<file path="src/rtl/updi_pkg.sv">
// Shared UPDI types and constants used by the instruction arbiter and related blocks.
package updi_pkg;

  typedef enum logic [1:0] {
    IDLE   = 2'd0,
    LAUNCH = 2'd1,
    BUSY   = 2'd2,
    ABORT  = 2'd3
  } updi_arb_state_t;

  localparam logic [7:0] UPDI_SYNCH         = 8'h55;
  localparam int         UPDI_MAX_DATA_SIZE = 16;

endpackage

</file>
<file path="src/rtl/updi_rr_picker.sv">
// Combinational round-robin picker: first asserted request at or after the pointer, wrapping.
module updi_rr_picker #(
  parameter int NUM_REQ = 4,
  parameter int IDX_W   = $clog2(NUM_REQ)
) (
  input  logic [NUM_REQ-1:0] i_req,
  input  logic [IDX_W-1:0]   i_ptr,
  output logic [NUM_REQ-1:0] o_gnt,
  output logic [IDX_W-1:0]   o_idx,
  output logic               o_any
);

  localparam int SUM_W = IDX_W + 1;

  logic [SUM_W-1:0] w_sum;
  logic [IDX_W-1:0] w_c;

  // Walk from the farthest offset down so the nearest candidate overwrites last.
  always_comb begin
    o_gnt = '0;
    o_idx = '0;
    o_any = 1'b0;
    w_sum = '0;
    w_c   = '0;
    for (int k = NUM_REQ - 1; k >= 0; k--) begin
      w_sum = {1'b0, i_ptr} + SUM_W'(k);
      if (w_sum >= SUM_W'(NUM_REQ)) w_sum = w_sum - SUM_W'(NUM_REQ);
      w_c = w_sum[IDX_W-1:0];
      if (i_req[w_c]) begin
        o_gnt      = '0;
        o_gnt[w_c] = 1'b1;
        o_idx      = w_c;
        o_any      = 1'b1;
      end
    end
  end

endmodule

</file>
<file path="src/rtl/updi_instruction_arbiter.sv">
// Round-robin arbiter sharing one UPDI instruction queue handler between several requesters,
// with ACK-wait watchdog that aborts and resets a hung handler.
module updi_instruction_arbiter
  import updi_pkg::*;
#(
  parameter int NUM_REQ        = 4,
  parameter int MAX_DATA_SIZE  = UPDI_MAX_DATA_SIZE,
  parameter int DATA_ADDR_BITS = $clog2(MAX_DATA_SIZE),
  parameter int ACK_TIMEOUT    = 4096
) (
  input  logic                                  clk,
  input  logic                                  rst,
  input  logic [NUM_REQ-1:0]                    i_req,
  input  logic [NUM_REQ*8-1:0]                  i_req_opcode,
  input  logic [NUM_REQ*MAX_DATA_SIZE*8-1:0]    i_req_data,
  input  logic [NUM_REQ*(DATA_ADDR_BITS+1)-1:0] i_req_data_len,
  input  logic [NUM_REQ*MAX_DATA_SIZE-1:0]      i_req_wait_ack_after,
  output logic [NUM_REQ-1:0]                    o_gnt,
  output logic [NUM_REQ-1:0]                    o_req_done,
  output logic [NUM_REQ-1:0]                    o_req_error,
  output logic                                  o_hdl_start,
  output logic                                  o_hdl_rst,
  output logic [7:0]                            o_hdl_opcode,
  output logic [MAX_DATA_SIZE*8-1:0]            o_hdl_data,
  output logic [DATA_ADDR_BITS:0]               o_hdl_data_len,
  output logic [MAX_DATA_SIZE-1:0]              o_hdl_wait_ack_after,
  input  logic                                  i_hdl_ready,
  input  logic                                  i_hdl_done,
  input  logic                                  i_hdl_waiting_for_ack
);

  localparam int IDX_W = $clog2(NUM_REQ);
  localparam int LEN_W = DATA_ADDR_BITS + 1;
  localparam int CNT_W = $clog2(ACK_TIMEOUT + 1);
  localparam logic [LEN_W-1:0] MAX_LEN = LEN_W'(MAX_DATA_SIZE);

  function automatic logic [LEN_W-1:0] clamp_len(input logic [LEN_W-1:0] len);
    return (len > MAX_LEN) ? MAX_LEN : len;
  endfunction

  updi_arb_state_t r_state, w_state_nxt;

  logic [NUM_REQ-1:0]         r_gnt;
  logic [IDX_W-1:0]           r_gnt_idx;
  logic [IDX_W-1:0]           r_ptr;
  logic                       r_seen_busy;
  logic [CNT_W-1:0]           r_to_cnt;
  logic                       r_abort_q;
  logic [7:0]                 r_hdl_opcode;
  logic [MAX_DATA_SIZE*8-1:0] r_hdl_data;
  logic [LEN_W-1:0]           r_hdl_len;
  logic [MAX_DATA_SIZE-1:0]   r_hdl_mask;

  logic [NUM_REQ-1:0] w_pick_gnt;
  logic [IDX_W-1:0]   w_pick_idx;
  logic               w_pick_any;
  logic               w_grant;
  logic               w_timeout;
  logic               w_finish;
  logic [IDX_W-1:0]   w_ptr_nxt;

  updi_rr_picker #(.NUM_REQ(NUM_REQ), .IDX_W(IDX_W)) u_picker (
    .i_req (i_req),
    .i_ptr (r_ptr),
    .o_gnt (w_pick_gnt),
    .o_idx (w_pick_idx),
    .o_any (w_pick_any)
  );

  assign w_grant   = (r_state == IDLE) && i_hdl_ready && w_pick_any;
  assign w_timeout = (r_state == BUSY) && i_hdl_waiting_for_ack &&
                     (r_to_cnt == CNT_W'(ACK_TIMEOUT - 1));
  // The handler may finish without a done pulse: ready returning after it was seen busy.
  assign w_finish  = (r_state == BUSY) && !w_timeout &&
                     (i_hdl_done || (r_seen_busy && i_hdl_ready));
  assign w_ptr_nxt = (r_gnt_idx == IDX_W'(NUM_REQ - 1)) ? '0 : r_gnt_idx + 1'b1;

  always_ff @(posedge clk) begin
    if (rst) r_state <= IDLE;
    else     r_state <= w_state_nxt;
  end

  always_comb begin
    w_state_nxt = r_state;
    o_hdl_start = 1'b0;
    o_req_done  = '0;
    o_req_error = '0;
    case (r_state)
      IDLE:   if (w_grant) w_state_nxt = LAUNCH;
      LAUNCH: begin
        o_hdl_start = 1'b1;
        w_state_nxt = BUSY;
      end
      BUSY: begin
        if (w_timeout)     w_state_nxt = ABORT;
        else if (w_finish) w_state_nxt = IDLE;
        if (w_finish && !rst) o_req_done = r_gnt;
      end
      ABORT: begin
        w_state_nxt = IDLE;
        if (!rst) o_req_error = r_gnt;
      end
      default: w_state_nxt = IDLE;
    endcase
  end

  always_ff @(posedge clk) begin
    if (rst) begin
      r_gnt        <= '0;
      r_gnt_idx    <= '0;
      r_ptr        <= '0;
      r_seen_busy  <= 1'b0;
      r_to_cnt     <= '0;
      r_abort_q    <= 1'b0;
      r_hdl_opcode <= '0;
      r_hdl_data   <= '0;
      r_hdl_len    <= '0;
      r_hdl_mask   <= '0;
    end else begin
      case (r_state)
        IDLE: if (w_grant) begin
          r_gnt        <= w_pick_gnt;
          r_gnt_idx    <= w_pick_idx;
          r_seen_busy  <= 1'b0;
          r_to_cnt     <= '0;
          r_hdl_opcode <= i_req_opcode[w_pick_idx*8 +: 8];
          r_hdl_data   <= i_req_data[w_pick_idx*MAX_DATA_SIZE*8 +: MAX_DATA_SIZE*8];
          r_hdl_len    <= clamp_len(i_req_data_len[w_pick_idx*LEN_W +: LEN_W]);
          r_hdl_mask   <= i_req_wait_ack_after[w_pick_idx*MAX_DATA_SIZE +: MAX_DATA_SIZE];
        end
        BUSY: begin
          if (!i_hdl_ready) r_seen_busy <= 1'b1;
          r_to_cnt <= i_hdl_waiting_for_ack ? r_to_cnt + 1'b1 : '0;
          if (w_timeout) begin
            r_abort_q <= 1'b1;
          end else if (w_finish) begin
            r_gnt <= '0;
            r_ptr <= w_ptr_nxt;
          end
        end
        ABORT: begin
          r_abort_q <= 1'b0;
          r_gnt     <= '0;
          r_ptr     <= w_ptr_nxt;
        end
        default: ;
      endcase
    end
  end

  assign o_gnt                = r_gnt;
  assign o_hdl_rst            = rst | r_abort_q;
  assign o_hdl_opcode         = r_hdl_opcode;
  assign o_hdl_data           = r_hdl_data;
  assign o_hdl_data_len       = r_hdl_len;
  assign o_hdl_wait_ack_after = r_hdl_mask;

endmodule

</file>
<file path="config.mk">
export PLATFORM = sky130hd
export DESIGN_NAME = updi_instruction_arbiter
export DESIGN_NICKNAME = d
export VERILOG_FILES = /design/src/rtl/updi_pkg.sv /design/src/rtl/updi_rr_picker.sv /design/src/rtl/updi_instruction_arbiter.sv
export SDC_FILE = /design/constraint.sdc
export NUM_CORES = 1
export LEC_CHECK = 0
export BUFFER_PORTS_ARGS = -buffer_cell sky130_fd_sc_hd__buf_2
export CORE_AREA = 2 2 314 316
export CTS_CLUSTER_DIAMETER = 120
export DETAILED_ROUTE_END_ITERATION = 8
export DIE_AREA = 0 0 316 318
export PLACE_DENSITY_LB_ADDON = 0.3
export SYNTH_ARGS = -nofsm -noshare
export SYNTH_HDL_FRONTEND = slang
export SYNTH_HIERARCHICAL = 1
export SYNTH_SLANG_ARGS = --single-unit
</file>
<file path="constraint.sdc">
create_clock -name clk -period 6.3 [get_ports clk]
set_clock_uncertainty 0.05 [all_clocks]
set_input_delay 0.315 -clock clk [delete_from_list [all_inputs] [get_ports clk]]
set_output_delay 0.315 -clock clk [all_outputs]
set_load 0.02 [all_outputs]
</file>
# Yosys cells after proc, flatten, opt, wreduce, memory -nomap -nowiden

Cells that the tools add are included.

$add $sub $neg: 9
Multipliers: 1
Div/mod/pow operators: 0
$lt $le $gt $ge: 13
Eq/ne operators: 11
Shift-type cells: 4
Muxes and demuxes: 58
Bitwise operators: 1
Reduce and logical (&&, ||, !) cells: 26

Operator list:

| cell                  | count |
|---|---|
| $shiftx 512x10->128   | 1 |
| $shiftx 64x7->16      | 1 |
| $mux 4                | 11 |
| $shiftx 32x6->8       | 1 |
| $mux 2                | 14 |
| $mux 13               | 2 |
| $pmux 13 s2           | 1 |
| $shiftx 20x6->5       | 1 |
| $mux 1                | 16 |
| $add 13x1->13 const B | 1 |
| $eq 13x12->1 const B  | 1 |
| $logic_and 1x1->1     | 12 |
| $lt 2x3->1 const B    | 4 |
| $pmux 4 s3            | 1 |
| $ne 2x2->1 const B    | 5 |
| $ge 3x3->1 const B    | 3 |
| $bmux 1 s2            | 4 |
| $demux 1 s2           | 4 |
| $ge 2x1->1 const B    | 4 |
| $pmux 2 s4            | 1 |
| $reduce_and 2->1      | 4 |
| $sub 2x1->2 const B   | 4 |
| $add 2x2->3 const B   | 2 |
| $eq 2x2->1 const B    | 3 |
| other kinds (18)      | 22 |

Register bits: 182
Bits in latches: 0
Bits in writable memories: 0
Memory bits (read-only): 0
Input bits: 637
Word-level logic and storage cells: 134
Memories: 0

# Depth between registers and ports, before layout

Gate-level depths: netlist of run 1.

Depth in word-level cells: 13
Gate-level depth with buffers: 13
Depth with buffers taken out: 10

# By module

The synthesis of run 1 kept the hierarchy.

By module, submodules not included:

| module                   | times used | cells an instance | area an instance (sq um) |
|---|---|---|---|
| updi_instruction_arbiter | 1          | 1045              | 10486.3 |
| updi_rr_picker           | 1          | 85                | 683.2 |

# Worst setup path before layout of run 1

No wires, ideal clock.

Path type: reg2reg
Start: register r_ptr[0]
End: register r_hdl_data[0] (netlist: o_hdl_data[0])
Arrival time: 2860 ps
Data required time: 6118 ps
Slack: 3258 ps
Cell stages (with the launch flop): 14
Buffers on the path: 5
Period minus slack after synthesis: 3042 ps
Cells stage by stage: dfxtp_1 -> buf_6 -> inv_1 -> ha_1 -> buf_2 -> nand2_1 -> a21o_2 -> a221oi_1 -> buf_2 -> clkbuf_1 -> buf_2 -> mux4_2 -> nand2_1 -> a21oi_1

RTL lines:

| element                                   | RTL line                        | text |
|---|---|---|
| start, declared                           | updi_instruction_arbiter.sv:45  | `logic [IDX_W-1:0] r_ptr;` |
| start signal, assigned                    | updi_instruction_arbiter.sv:138 | `r_ptr <= w_ptr_nxt;` |
| start signal, assigned                    | updi_instruction_arbiter.sv:144 | `r_ptr <= w_ptr_nxt;` |
| $add 2x2->3                               | updi_rr_picker.sv:26            | `w_sum = {1'b0, i_ptr} + SUM_W'(k);` |
| $ge 3x3->1 or $sub 2x1->2 (tied branches) | updi_rr_picker.sv:27            | `if (w_sum >= SUM_W'(NUM_REQ)) w_sum = w_sum - SUM_W'(NUM_REQ);` |
| $mux 2                                    | updi_rr_picker.sv:27            |  |
| $bmux 1 s2                                | updi_rr_picker.sv:29            | `if (i_req[w_c]) begin` |
| $mux 1 (not written as such)              | updi_rr_picker.sv:29            |  |
| $mux 2 (3 in series)                      | updi_rr_picker.sv:29            |  |
| $mux 2 *                                  | updi_rr_picker.sv:29            |  |
| net w_pick_idx[1]                         | updi_instruction_arbiter.sv:55  | `logic [IDX_W-1:0] w_pick_idx;` |
| $shiftx 512x10->128 *                     | updi_instruction_arbiter.sv:127 | `r_hdl_data <= i_req_data[w_pick_idx*MAX_DATA_SIZE*8 +: MAX_DATA_SIZE*8];` |
| end signal, assigned                      | updi_instruction_arbiter.sv:127 |  |
| end, declared                             | updi_instruction_arbiter.sv:50  | `logic [MAX_DATA_SIZE*8-1:0] r_hdl_data;` |

The timed path passes the listed nets; every way through them passes the cells marked *. The select of a mux whose other input is x is not followed.
A chain may end at the register's enable or synchronous reset.

# Worst setup path in the final report of run 1

Start: register r_ptr[0]
End: register r_hdl_opcode[0] (netlist: o_hdl_opcode[0])

RTL lines:

| element                                   | RTL line                        | text |
|---|---|---|
| $add 2x2->3                               | updi_rr_picker.sv:26            |  |
| $ge 3x3->1 or $sub 2x1->2 (tied branches) | updi_rr_picker.sv:27            |  |
| $mux 2                                    | updi_rr_picker.sv:27            |  |
| $bmux 1 s2                                | updi_rr_picker.sv:29            |  |
| $mux 1 (not written as such)              | updi_rr_picker.sv:29            |  |
| $mux 2 (3 in series)                      | updi_rr_picker.sv:29            |  |
| $mux 2 *                                  | updi_rr_picker.sv:29            |  |
| net w_pick_idx[0]                         | updi_instruction_arbiter.sv:55  |  |
| $shiftx 32x6->8 *                         | updi_instruction_arbiter.sv:126 | `r_hdl_opcode <= i_req_opcode[w_pick_idx*8 +: 8];` |
| end signal, assigned                      | updi_instruction_arbiter.sv:126 |  |
| end, declared                             | updi_instruction_arbiter.sv:49  | `logic [7:0] r_hdl_opcode;` |

Marked as above.

==> results of run 1 <==
## kinds of logic after synthesis
kind of cell    after synthesis  share of synthesized area, %
buf+inv                     115                         5.332
compound gates              223                         11.22
simple gates                427                         16.20
mux                         173                         33.51
flops                       182                         32.62
fa+ha+maj                    10                         1.120
## synth_stat cells (2+ instances only)
cell / instances
nand2_1: 329
dfxtp_1: 182
a21oi_1: 177
mux4_2: 158
buf_2: 44
clkbuf_1: 40
nor2_1: 33
buf_4: 13
nand3_1: 11
o21ai_0: 11
ha_1: 10
nor3b_1: 10
a31oi_1: 9
buf_6: 8
inv_1: 8
nand2b_1: 8
mux2i_1: 7
a211oi_1: 4
a41oi_2: 4
and2_1: 4
o211ai_1: 4
a311oi_1: 3
and3b_1: 3
and4_1: 3
mux2_2: 3
nor3_1: 3
or2_2: 3
or3_1: 3
a221oi_1: 2
a41oi_1: 2
buf_1: 2
mux2_4: 2
mux2i_2: 2
nand2_2: 2
nand3b_1: 2
nor2_2: 2
o221ai_1: 2
## worst register-to-register path, stage by stage (launching register included)
cell and delay [ns]:
dfxtp_1 0.89, inv_1 0.28, ha_1 0.69, nor2_1 0.11, o221ai_1 0.17, o21ai_0 0.16, a211oi_4 0.35, buf_12 0.34
buf_4 0.59, mux4_2 0.56, nand2_1 0.08, a21oi_1 0.06
## power groups by stage
stage | combinational [mW] | sequential, mW | clock, mW
after floorplan | 0.735 | 1.45 | 0
after global placement | 1.40 | 1.35 | 0
after detailed placement | 1.40 | 1.35 | 0
after CTS | 1.40 | 1.32 | 1.24
after global routing | 1.49 | 1.34 | 1.26
final | 1.37 | 1.32 | 1.16
## worst min-delay path by stage
stage	slack [ns]	startpoint	end	cells past startpoint
2_1_floorplan	0.38	r_abort_q$_SDFFE_PP0P_	r_abort_q$_SDFFE_PP0P_	2
3_3_place_gp	0.39	o_hdl_data[43]$_SDFFE_PP0P_	o_hdl_data[43]$_SDFFE_PP0P_	2
3_5_place_dp	0.39	o_hdl_wait_ack_after[4]$_SDFFE_PP0P_	o_hdl_wait_ack_after[4]$_SDFFE_PP0P_	2
4_1_cts	0.09	i_hdl_ready	r_seen_busy$_SDFFE_PP0P_	4
5_1_grt	0.17	i_hdl_ready	r_seen_busy$_SDFFE_PP0P_	4
6_report	0.16	i_hdl_ready	r_seen_busy$_SDFFE_PP0P_	4
## state kept, by name (all words and copies together) (netlist names), 2 cells and up
register,flops
o_hdl_opcode,8
r_gnt_idx,2
r_ptr,2
r_to_cnt,13
o_hdl_data,128
o_hdl_data_len,5
o_hdl_wait_ack_after,16
r_state,2
o_gnt,4
## stage by stage
stage | hold WS (ns) | power, mW
floorplan | 0.3816 | 2.189
global route | 0.1734 | 4.089
global placement | 0.3897 | 2.746
finish | 0.1571 | 3.853
detailed placement | 0.3934 | 2.746
CTS | 0.08610 | 3.958
## area by class of cell
class                      count  area (µm²)  area share, %
clock inverter                15       176.4          1.032
sequential                   182        3643          21.31
tap                         1287        1610          9.417
inverter                       8       30.03         0.1756
antenna                       12       30.03         0.1756
clock buffer                  17       425.4          2.488
timing repair buffer         822        4208          24.61
multi-input combinational    833        6977          40.80
## layer usage
metal | up-vias | wire [µm] | share of wire [%]
met2 | 572 | 30140 | 46
met3 | 76 | 5705 | 8.8
met5 | - | 49 | 0.075
met1 | 5919 | 27380 | 42
met4 | 8 | 1713 | 2.6
li1 | 5615 | - | -
==> results.json, run 1 <==
{
  "worstPathMaxFanout": 66,
  "p_seq_share_pct": 34.3,
  "critical_path.reg2reg.startpoint": "r_ptr[0]$_SDFFE_PP0P_",
  "layout_common_cells": "buf_2, nand2_1, dfxtp_1",
  "postRouteAntennaNets": 0,
  "vias_per_cell": 3.838,
  "post-route-min-period_ns": 4.465,
  "fp.dieH_um": 318,
  "clock-sinks": 182,
  "cp.buffers_inverters": 3,
  "dpl_cell_area_mm2": 0.01647,
  "power_switching_mw": 1.436,
  "cp_slowest_cell": "dfxtp_1",
  "r2r-end": "o_hdl_opcode[0]$_SDFFE_PP0P_",
  "p_per_area_mw_per_mm2": 225.3,
  "synth_top_area_share_pct": 32.62,
  "drt-total-wl_um": 65000,
  "tightest_slew_ns": 0.8649,
  "synth_ff_type": "dfxtp_1",
  "yosysSeqAreaShare_pct": 32.62,
  "ios": 808,
  "crit_type": "reg -> reg",
  "core.rowCount": 115,
  "clock.fmax_mhz": 223.9,
  "intPower_mw": 2.417,
  "report.final.slew_viol_count": 0,
  "cts-htree-levels": 4,
  "dp.cells": 3132,
  "antenna_found_initial": 31,
  "maxCapViolCount": 0,
  "clk_pin_slew_ns": 0.08,
  "place_ws_ns": 1.788,
  "cp-end-kind": "register",
  "status": "completed",
  "use_met1_pct": 15.61,
  "drt-pass1-iter-count": 5,
  "synth.avg_cell_area_um2": 9.884,
  "grt_pass1_vias": 11950,
  "path_cells": "inv_1 -> ha_1 -> nor2_1 -> o221ai_1 -> o21ai_0 -> a211oi_4 -> buf_12 -> buf_4 -> mux4_2 -> nand2_1 -> a21oi_1",
  "swShare_pct": 37.26,
  "synthCells": 1130,
  "cts.repair.resized": 0,
  "fin_cells": 3176,
  "async_reset_ff_share_pct": 0,
  "nets": 2511,
  "fin_crit_sh_pct": 70.88,
  "grt_overflow_total": 0,
  "yosysTopAreaCell": "dfxtp_1",
  "numCtsBuffers": 17,
  "hold_buffers": 0,
  "clk-insertion-delay-late_ns": 0.51,
  "n_fill_cell": 11070,
  "setup_ws_ns": 1.835,
  "drive_gt1_share_pct": 55.41,
  "grt_use_met2_pct": 20.12,
  "use_met3_pct": 4.298,
  "utilization_pct": 17.55,
  "rsz0062_at_grt": "false",
  "cts-root-buf": "clkbuf_16",
  "track_usage_pct": 12.54,
  "hold_path_class": "in -> reg",
  "syn2layout_area_growth_pct": 53.10,
  "pwr-share-clk_pct": 30.2,
  "hold_violations": 0,
  "gp_congestion": 0.8466,
  "syn_area_mm2": 0.01117,
  "synth_fp_nets": 1777,
  "cp-startpoint": "r_ptr[0]$_SDFFE_PP0P_",
  "worstSetupStartpointType": "register",
  "drc": 0,
  "cp.depth": 11,
  "grt_max_degree": 88,
  "synth_seq_cells": 182,
  "fin_setup_tns_ns": 0,
  "r2r_cells": 11,
  "required_ns": 6.61,
  "setup_violations": 0,
  "max_slew_margin_pct": 42.34,
  "hpwlAfterDp_um": 54490,
  "grt_pass1_wl_um": 88960,
  "ir_drop_uv": 144.7,
  "combPwrFrac_pct": 35.5,
  "yosys_warnings": 6,
  "synth_edf_count": 0,
  "slowest_delay_ns": 0.89,
  "wl_per_cell_um": 20.46,
  "die_area_mm2": 0.1005,
  "busiest_layer": "met2",
  "p_leak_nw": 7.271,
  "ys_types": 54,
  "core_area_mm2": 0.09741,
  "die_w_um": 316,
  "synthTopCellsByArea": "dfxtp_1, mux4_2, nand2_1",
  "r2r_slack_ns": 1.83,
  "cts_tree": "built",
  "cts_setup_buffers": 0,
  "start_util_pct": 11.47,
  "port_buffers": 807,
  "crit_end": "o_hdl_opcode[0]$_SDFFE_PP0P_",
  "clock_path_buffers": 2,
  "critical-path-top-delay-family": "buffers and inverters",
  "drtIter0Drc": 670,
  "vias": 12190,
  "arrival_ns": 4.78,
  "final_common_cell": "buf_2",
  "postLayoutCellArea_mm2": 0.01710
}
No activity file was read; power rests on OpenSTA's default activity.
==> inputs of run 2 (changes only) <==
--- a/config.mk
+++ b/config.mk
@@ -6,10 +6,10 @@
 export NUM_CORES = 1
 export LEC_CHECK = 0
 export BUFFER_PORTS_ARGS = -buffer_cell sky130_fd_sc_hd__buf_2
-export CORE_AREA = 2 2 314 316
+export CORE_AREA = 2 2 316 318
 export CTS_CLUSTER_DIAMETER = 120
 export DETAILED_ROUTE_END_ITERATION = 8
-export DIE_AREA = 0 0 316 318
+export DIE_AREA = 0 0 318 320
 export PLACE_DENSITY_LB_ADDON = 0.3
 export SYNTH_ARGS = -nofsm -noshare
 export SYNTH_HDL_FRONTEND = slang
==> constraint.sdc (replaced) <==
create_clock -name clk -period 4.6 [get_ports clk]
set_clock_uncertainty 0.05 [all_clocks]
set_input_delay 0.23 -clock clk [delete_from_list [all_inputs] [get_ports clk]]
set_output_delay 0.23 -clock clk [all_outputs]
set_load 0.02 [all_outputs]
==> run 2 against run 1 <==
Count of clock-buffer cells in the layout unchanged. Maximum frequency grew 31%. Sequential power rose by 37%. Core utilization increased by 0.068 points. Cell count up 0.16%. Routed wire length shrank 0.75%. Global-route usage decreased by 0.26 points. Clock power up 36%. Register-to-register slack worse by 0.63 ns. Hold slack got worse by 0.085 ns. Non-clock buffer count grew 12. Sequential share of layout area is 0.21 points lower. Critical path type unchanged.
==> results.json, run 2 (synthesized netlist as in run 1, its figures left out) <==
{
  "hold_violations": 0,
  "track_usage_pct": 12.28,
  "cts_setup_buffers": 0,
  "cp-end-kind": "register",
  "p_leak_nw": 7.358,
  "cts-root-buf": "clkbuf_16",
  "min_to": "r_state[1]$_SDFFE_PP0P_",
  "fp.dieH_um": 320,
  "fin_setup_tns_ns": 0,
  "ir_drop_uv": 158.0,
  "power_switching_mw": 1.956,
  "status": "completed",
  "critical_path.reg2reg.startpoint": "r_ptr[1]$_SDFFE_PP0P_",
  "numCtsBuffers": 17,
  "seqCellArea_mm2": 0.003643,
  "tightest_slew_ns": 0.9587,
  "max_slew_margin_pct": 36.08,
  "die_w_um": 318,
  "p_per_area_mw_per_mm2": 307.2,
  "port_buffers": 807,
  "grt_overflow_total": 0,
  "clock-sinks": 182,
  "drc": 0,
  "drt-pass1-iter-count": 5,
  "crit_type": "reg -> reg",
  "p_seq_share_pct": 34.1,
  "layout_common_cells": "buf_2, nand2_1, dfxtp_1",
  "clock.fmax_mhz": 294.4,
  "hpwlAfterDp_um": 54430,
  "intPower_mw": 3.349,
  "clk_pin_slew_ns": 0.08,
  "fin_crit_sh_pct": 73.84,
  "core_area_mm2": 0.09799,
  "utilization_pct": 17.62,
  "pwr-share-clk_pct": 29.7,
  "nets": 2523,
  "hold_path_class": "in -> reg",
  "maxCapViolCount": 0,
  "postRouteAntennaNets": 0,
  "largest_register_ffs": 128,
  "clk-insertion-delay-late_ns": 0.50,
  "grt_use_met2_pct": 19.37,
  "busiest_layer": "met2",
  "start_util_pct": 11.40,
  "grt_pass1_vias": 12180,
  "wl_per_cell_um": 20.28,
  "vias_per_cell": 3.798,
  "cts.repair.resized": 0,
  "antenna_found_initial": 29,
  "gp_congestion": 0.8437,
  "clock_path_buffers": 2,
  "swShare_pct": 36.87,
  "cts-htree-levels": 4,
  "grt_pass1_wl_um": 88700,
  "syn2layout_area_growth_pct": 54.60,
  "worstPathMaxFanout": 40,
  "arrival_ns": 3.70,
  "multi_input_area_mm2": 0.006977,
  "n_fill_cell": 11110,
  "use_met1_pct": 14.87,
  "final_common_cell": "buf_2",
  "drt-total-wl_um": 64510,
  "r2r_cells": 12,
  "power_mw": 5.305,
  "vias": 12080,
  "worst_hold_slack_ns": 0.07170,
  "rsz0062_at_grt": "false",
  "setup_violations": 0,
  "hold_path_startpoint": "i_hdl_done",
  "ios": 808,
  "report.final.slew_viol_count": 0,
  "worstSetupStartpointType": "register",
  "post-route-min-period_ns": 3.396,
  "r2r_slack_ns": 1.20,
  "drtIter0Drc": 652,
  "required_ns": 4.91,
  "core.rowCount": 115,
  "combPwrFrac_pct": 36.2,
  "hold_path_depth": 4,
  "cts_tree": "built",
  "grt_max_degree": 104,
  "die_area_mm2": 0.1018,
  "r2r-end": "o_hdl_data[83]$_SDFFE_PP0P_",
  "hold_buffers": 1,
  "drive_gt1_share_pct": 55.64,
  "use_met3_pct": 5.003
}
-- run 2: cell count changes in the layout (fill, tap and decap cells not counted), sizes merged --
cell,before,now
inv,15,14
clkinv,8,7
diode,12,5
dlygate4sd3,0,1
buf,822,833
clkinvlp,0,2
-- run 2: final cells by class --
type | instances | area share, %
multi-input cells | 833 | 40.40
repair buffers | 834 | 25.41
flip-flops and latches | 182 | 21.10
well taps | 1287 | 9.325
clock buffers | 17 | 2.464
clock inverters | 15 | 1.051
inverters | 8 | 0.1739
diodes | 5 | 0.07246
-- run 2: worst max-delay path by stage --
stage | end | cells past startpoint | slack, ns | from
floorplan | o_hdl_data[0]$_SDFFE_PP0P_ | 13 | 1.56 | r_ptr[0]$_SDFFE_PP0P_
global placement | o_hdl_data[92]$_SDFFE_PP0P_ | 12 | 1.22 | r_ptr[1]$_SDFFE_PP0P_
detailed placement | o_hdl_data[78]$_SDFFE_PP0P_ | 12 | 1.19 | r_ptr[0]$_SDFFE_PP0P_
CTS | o_hdl_data[83]$_SDFFE_PP0P_ | 12 | 1.19 | r_ptr[1]$_SDFFE_PP0P_
global route | o_hdl_data[83]$_SDFFE_PP0P_ | 12 | 0.99 | r_ptr[0]$_SDFFE_PP0P_
finish | o_hdl_data[83]$_SDFFE_PP0P_ | 12 | 1.20 | r_ptr[1]$_SDFFE_PP0P_
-- run 2: power groups by stage --
stage	registers (mW)	clock network (mW)	logic, mW
5_1_grt	1.83	1.71	2.08
4_1_cts	1.81	1.67	1.96
6_report	1.81	1.58	1.92
3_5_place_dp	1.85	0	1.96
3_3_place_gp	1.85	0	1.96
2_1_floorplan	1.99	0	1.01
-- run 2: through the flow --
stage               setup slack, ns  cell area (µm²)  instances
finish                        1.204            17270       3181
CTS                           1.188            17260       3176
global placement              1.216            16640       3143
global route                 0.9895            17270       3181
floorplan                     1.558            11170       1130
detailed placement            1.191            16640       3143
-- run 2: worst max-delay path, stage by stage, from the launching register on --
cell      delay [ns]
dfxtp_1         0.32
buf_4           0.19
inv_1           0.19
ha_1            0.35
nor2_1          0.05
o221ai_1        0.15
o21ai_0         0.18
a211oi_4        0.36
buf_12          0.25
buf_12          0.32
mux4_2          0.54
nand2_1         0.10
a21oi_1         0.07
-- run 2: routing by layer --
layer | vias up | routed length (µm)
li1 | 5636 | -
met1 | 5804 | 26600
met2 | 569 | 30090
met3 | 64 | 6031
met4 | 8 | 1731
met5 | - | 57
